File: src/rtl/debouncer_pkg.sv
`default_nettype none
// ============================================================================
// Module      : debouncer_pkg
// Description : Shared state encoding and widths for the debouncer.
// Revision    : 1.0 - initial release
// ============================================================================
package debouncer_pkg;

    typedef enum logic [1:0] {
        S_LOW        = 2'd0,
        S_MAYBE_HIGH = 2'd1,
        S_HIGH       = 2'd2,
        S_MAYBE_LOW  = 2'd3
    } debounce_state_t;

    localparam int GLITCH_CNT_W = 8;

endpackage
`default_nettype wire

File: src/rtl/synchronizer.sv
`default_nettype none
// ============================================================================
// Module      : synchronizer
// Description : Multi-flop synchronizer for a single asynchronous input bit.
// Revision    : 1.0 - initial release
// ============================================================================
module synchronizer #(
    parameter int STAGES = 2
) (
    input  logic clk,
    input  logic rst,
    input  logic d,
    output logic q
);

    logic [STAGES-1:0] r_chain;

    always_ff @(posedge clk or posedge rst) begin
        if (rst) begin
            r_chain <= '0;
        end else begin
            r_chain <= {r_chain[STAGES-2:0], d};
        end
    end

    assign q = r_chain[STAGES-1];

endmodule
`default_nettype wire

File: src/rtl/debouncer.sv
`default_nettype none
// ============================================================================
// Module      : debouncer
// Description : Synchronizes a bouncy async input and filters short pulses.
//               Optional glitch counter enabled by DEBOUNCER_GLITCH_COUNT_EN.
// Revision    : 1.0 - initial release
// ============================================================================
module debouncer
    import debouncer_pkg::*;
#(
    parameter int BOUNCE_TICKS = 10,
    parameter int SYNC_STAGES  = 2
) (
    input  logic clk,
    input  logic rst,
    input  logic raw_in,
    output logic debounced,
    output logic stable
`ifdef DEBOUNCER_GLITCH_COUNT_EN
    ,
    output logic [GLITCH_CNT_W-1:0] glitch_count
`endif
);

    localparam int CNT_W = $clog2(BOUNCE_TICKS + 1);
    localparam logic [CNT_W-1:0] c_cnt_last = CNT_W'(BOUNCE_TICKS - 1);

    logic             w_synced;
    debounce_state_t  r_state;
    debounce_state_t  w_state_next;
    logic [CNT_W-1:0] r_cnt;
    logic [CNT_W-1:0] w_cnt_next;
    logic             r_debounced;
    logic             r_stable;

    synchronizer #(
        .STAGES (SYNC_STAGES)
    ) u_sync (
        .clk (clk),
        .rst (rst),
        .d   (raw_in),
        .q   (w_synced)
    );

    always_ff @(posedge clk or posedge rst) begin
        if (rst) begin
            r_state     <= S_LOW;
            r_cnt       <= '0;
            r_debounced <= 1'b0;
            r_stable    <= 1'b1;
        end else begin
            r_state     <= w_state_next;
            r_cnt       <= w_cnt_next;
            r_debounced <= (w_state_next == S_HIGH) || (w_state_next == S_MAYBE_LOW);
            r_stable    <= (w_state_next == S_LOW)  || (w_state_next == S_HIGH);
        end
    end

    // An opposite sample takes priority over the commit check in a MAYBE state.
    always_comb begin
        w_state_next = r_state;
        w_cnt_next   = r_cnt;
        case (r_state)
            S_LOW: begin
                if (w_synced) begin
                    w_state_next = S_MAYBE_HIGH;
                    w_cnt_next   = '0;
                end
            end
            S_MAYBE_HIGH: begin
                if (!w_synced) begin
                    w_state_next = S_LOW;
                    w_cnt_next   = '0;
                end else if (r_cnt == c_cnt_last) begin
                    w_state_next = S_HIGH;
                    w_cnt_next   = '0;
                end else begin
                    w_cnt_next = r_cnt + CNT_W'(1);
                end
            end
            S_HIGH: begin
                if (!w_synced) begin
                    w_state_next = S_MAYBE_LOW;
                    w_cnt_next   = '0;
                end
            end
            S_MAYBE_LOW: begin
                if (w_synced) begin
                    w_state_next = S_HIGH;
                    w_cnt_next   = '0;
                end else if (r_cnt == c_cnt_last) begin
                    w_state_next = S_LOW;
                    w_cnt_next   = '0;
                end else begin
                    w_cnt_next = r_cnt + CNT_W'(1);
                end
            end
            default: begin
                w_state_next = S_LOW;
                w_cnt_next   = '0;
            end
        endcase
    end

    assign debounced = r_debounced;
    assign stable    = r_stable;

`ifdef DEBOUNCER_GLITCH_COUNT_EN
    logic                    w_abort;
    logic [GLITCH_CNT_W-1:0] r_glitch_cnt;

    assign w_abort = ((r_state == S_MAYBE_HIGH) && !w_synced) ||
                     ((r_state == S_MAYBE_LOW)  &&  w_synced);

    always_ff @(posedge clk or posedge rst) begin
        if (rst) begin
            r_glitch_cnt <= '0;
        end else if (w_abort && (r_glitch_cnt != '1)) begin
            r_glitch_cnt <= r_glitch_cnt + GLITCH_CNT_W'(1);
        end
    end

    assign glitch_count = r_glitch_cnt;
`endif

endmodule
`default_nettype wire
File: config.mk
export PLATFORM = sky130hd
export DESIGN_NAME = debouncer
export DESIGN_NICKNAME = d
export VERILOG_FILES = /design/src/rtl/debouncer_pkg.sv /design/src/rtl/synchronizer.sv /design/src/rtl/debouncer.sv
export SDC_FILE = /design/constraint.sdc
export NUM_CORES = 1
export LEC_CHECK = 0
export ABC_AREA = 1
export CORE_AREA = 2 2 39 41
export CTS_BUF_LIST = sky130_fd_sc_hd__clkbuf_4 sky130_fd_sc_hd__clkbuf_8
export CTS_CLUSTER_DIAMETER = 80
export DETAILED_ROUTE_END_ITERATION = 16
export DIE_AREA = 0 0 41 43
export PLACE_DENSITY = 0.49
export SYNTH_ARGS = -nofsm -noshare
export SYNTH_HDL_FRONTEND = slang
export SYNTH_SLANG_ARGS = --single-unit
File: constraint.sdc
create_clock -name clk -period 2.45 [get_ports clk]
set_clock_uncertainty 0.2 [all_clocks]
set_input_delay 0.735 -clock clk [delete_from_list [all_inputs] [get_ports clk]]
set_output_delay 0.735 -clock clk [all_outputs]
set_load 0.01 [all_outputs]
; After elaboration in Yosys (flattened, before gate mapping)
; Index checks and enable logic that the tools add are counted.
[word_totals]
regBits = 10
inputBits = 3
output_inout_bits = 2
wordCells = 32
[op_classes]
n_addsub = 1
eq_ne = 8
n_mux = 13
n_reduce_logical = 5
[ops]
columns = cell, count
row1 = $mux 4, 5
row2 = $pmux 4 s4, 1
row3 = $mux 2, 6
row4 = $eq 2x2->1 const B, 4
row5 = $pmux 2 s4, 1
row6 = $add 4x1->4 const B, 1
row7 = $eq 4x4->1 const B, 1
row8 = $logic_not 2->1, 2
row9 = $eq 2x1->1 const B, 1
row10 = $logic_or 1x1->1, 2
row11 = $ne 2x1->1 const B, 1
row12 = $ne 2x2->1 const B, 1
row13 = $reduce_and 2->1, 1

; Logic depth before layout (Yosys ltp)
[depth]
word_depth = 6
mapped_depth = 7
depth_no_buf = 7

; Modules after synthesis
; From an unflattened synthesis, not the netlist that was laid out.
[unflattened]
cells_unflattened = 42
hier_area_um2 = 416.6
[modules_own_cells]
columns = mod, n_inst, cells_each, area_each_um2, seq_area_each_um2
row1 = debouncer, 1, 39, 362.8, 176.4
row2 = synchronizer, 1, 3, 53.8, 50.0

; Worst setup path before layout
; OpenSTA, ideal clock, no wires.
[synth_path]
kind = register to output
start = register r_stable, in the netlist stable
end = output stable
arrival_time_ps = 520
required_ps = 1515
slack_ps = 995
path_stages_with_launch = 1
n_path_buf = 0
path_cell_list = dfstp_2
[synth_rtl]
columns = item, line_no
row1 = start: declaration, debouncer.sv:34  ; logic r_stable;
row2 = start signal: assignment, debouncer.sv:55  ; r_stable <= (w_state_next == S_LOW) || (w_state_next == S_HIGH);
row3 = end: declaration, debouncer.sv:18  ; output logic stable
; No word-level cell between the ends.

; Final worst setup path
[layout_path]
start = register r_stable, in the netlist stable
end = output stable
; No word-level cell between the ends.

==> flow_metrics.tcl <==
set metrics [dict create \
    yosys_register_bits 9 \
    initial_core_util_pct 31.6 \
    fmax_mhz 449 \
    grt_pass1_vias 309 \
    syn-cell-area_sq_um 438 \
    yosys-top-cells-area "dfrtp_1 (46%), nand2_1 (11%), inv_1 (7.7%)" \
    cp_slowest_cell "clkdlybuf4s50_1" \
    die_x_um 41 \
    synthDistinctLibCells 13 \
    yosysTopAreaCellShare_pct 45.7 \
    fin_area_sq_um 528 \
    tns_ns 0 \
    min_period_ns 2.23 \
    clock_latency_ns 0.25 \
    die_area_sq_um 1760 \
    synth_top_cell_by_area "dfrtp_1" \
    die_y_um 43 \
    grt_pass1_wl_um 1220 \
    cts_resized 0 \
    cp-end-kind "output pin" \
    worstMarginPinSlew_ns 0.334 \
    seq_area_sq_um 226 \
    place_congestion 0.714 \
    yosysSeqAreaShare_pct 51.7 \
    nets 63 \
    root_buffer "clkbuf_4" \
    power_density_nw_per_um2 583 \
    final.period_utilization_pct 90.9 \
    cts_made_buffers 3 \
    cts_tree "yes" \
    max_stage_delay_ns 0.53 \
    critPathBufInv 1 \
    avgSynthCellArea_sq_um 8.94 \
    hold_violations 0 \
    htree_levels 1 \
    cp_top_family "buffers and inverters" \
    viasPerCell 4.15 \
    dpl_cell_area_sq_um 498 \
    grt_max_degree 10 \
    outcome "complete, no violations" \
    instances_no_fill 73 \
    arrival_ns 1.29 \
    setup_viol 0 \
    fillers 139 \
    yosys_warnings 0 \
    worstPathRequired_ns 1.51 \
    wire_per_inst_um 8.75 \
    finalPower_mw 0.308 \
    rsz0062_at_grt "no" \
    min_path_type "reg2reg" \
    cts_sinks 9 \
    vias 303 \
    grt.total_usage_pct 11.0 \
    antenna_found_initial 0 \
    area_growth_pct 20.6 \
    cts_setup_buffers 0 \
    rows 14 \
    crit_chain "clkdlybuf4s50_1" \
    io_pins 5 \
    cap_violations 0 \
    whs_ns 0.150 \
    drt-initial-drc-count 1 \
    grt_overflow_total 0 \
    synth_fp_nets 54 \
    vdd_drop_max_uv 276 \
    remaining_drc_errors 0 \
    core_region_area_sq_um 1380 \
    placedCellCount 69 \
    portBuffers 4 \
    maxSlewHeadroom_pct 77.7 \
    clkTransAtPathRegs_ns 0.06 \
    critical_path_class "reg2out" \
    slew_violations 0 \
    crit_path_start_kind "flop" \
    routed_wl_um 639 \
    leakage_nw 0.265 \
    dp_hpwl_um 538 \
    path_max_fanout 1 \
    antenna_left 0 \
    drive_gt1_share_pct 26.3 \
    ctsHoldBuffers 0 \
    multi_input_area_sq_um 174 \
    synthCells 49 \
    clockBufferDepth 2 \
    dr.pass1.iters 3 \
    diodes 0 \
]
metal layers:
metal	up-vias	share of wire, %	global-route usage, %
li1	162	-	-
met1	139	48	12.9
met2	2	51	15.3
met3	0	1.1	3.14
met4	0	0	10.0
met5	-	0	0
stage by stage:
stage	util, %	worst slack, ns
after floorplan	-	0.995
after global placement	36.0	0.502
after detailed placement	36.0	0.489
after CTS	38.2	0.203
after global routing	38.2	0.172
final	38.2	0.222
placed cells by master, fill, tap and decap left out:
cell type	count
ha_1	2
nand3_2	1
clkdlybuf4s50_1	4
xor2_1	1
clkbuf_4	4
clkinv_1	1
nor2_4	1
nor2_2	4
inv_1	9
nand2_2	4
nand3_1	1
nand2_1	13
o21ai_1	3
dfstp_2	1
dfrtp_1	8
registers in the layout, indices dropped and copies added, names as in the netlist:
name,cells
r_cnt,4
r_state,2
u_sync.r_chain,2
stable,1
power breakdown:
part	internal, mW	switching (mW)
Combinational	0.0111	0.0157
Sequential	0.156	0.00406
Clock	0.0736	0.0481
kinds of logic after synthesis:
group	after synthesis	synth area share [%]
AND/OR/NAND/NOR	24	28.6
buffers and inverters	10	8.57
flip-flops	9	51.7
AO/OA/AOI/OAI	3	3.43
adder cells (fa/ha/maj)	2	5.71
XOR/XNOR	1	2.00
synthesized netlist by cell type, drive strengths merged:
| cell | count |
|---|---|
| ha | 2 |
| nor2 | 5 |
| o21ai | 3 |
| inv | 9 |
| nand2 | 17 |
| dfrtp | 8 |
| dfstp | 1 |
| xor2 | 1 |
| nand3 | 2 |
| clkinv | 1 |
area by class of cell:
class,instances,share of cell area [%]
clock buffer,4,5.69
multi-input combinational,30,32.9
timing repair buffer,4,7.58
tap,16,3.79
sequential,9,42.9
inverter,10,7.11
final timing paths:
kind | start | end | slack (ns) | depth (start not counted)
max | stable | stable | 0.22 | 1
min | u_sync.r_chain[0] | u_sync.r_chain[1] | 0.15 | 0
min reg2reg | u_sync.r_chain[0] | u_sync.r_chain[1] | 0.15 | 0
min in group asynchronous | rst | r_state[1] | 0.54 | 2
max reg2reg | r_cnt[1] | r_state[0] | 1.05 | 7
max in group asynchronous | rst | stable | 1.22 | 2
(Power assumes the default switching activity.)
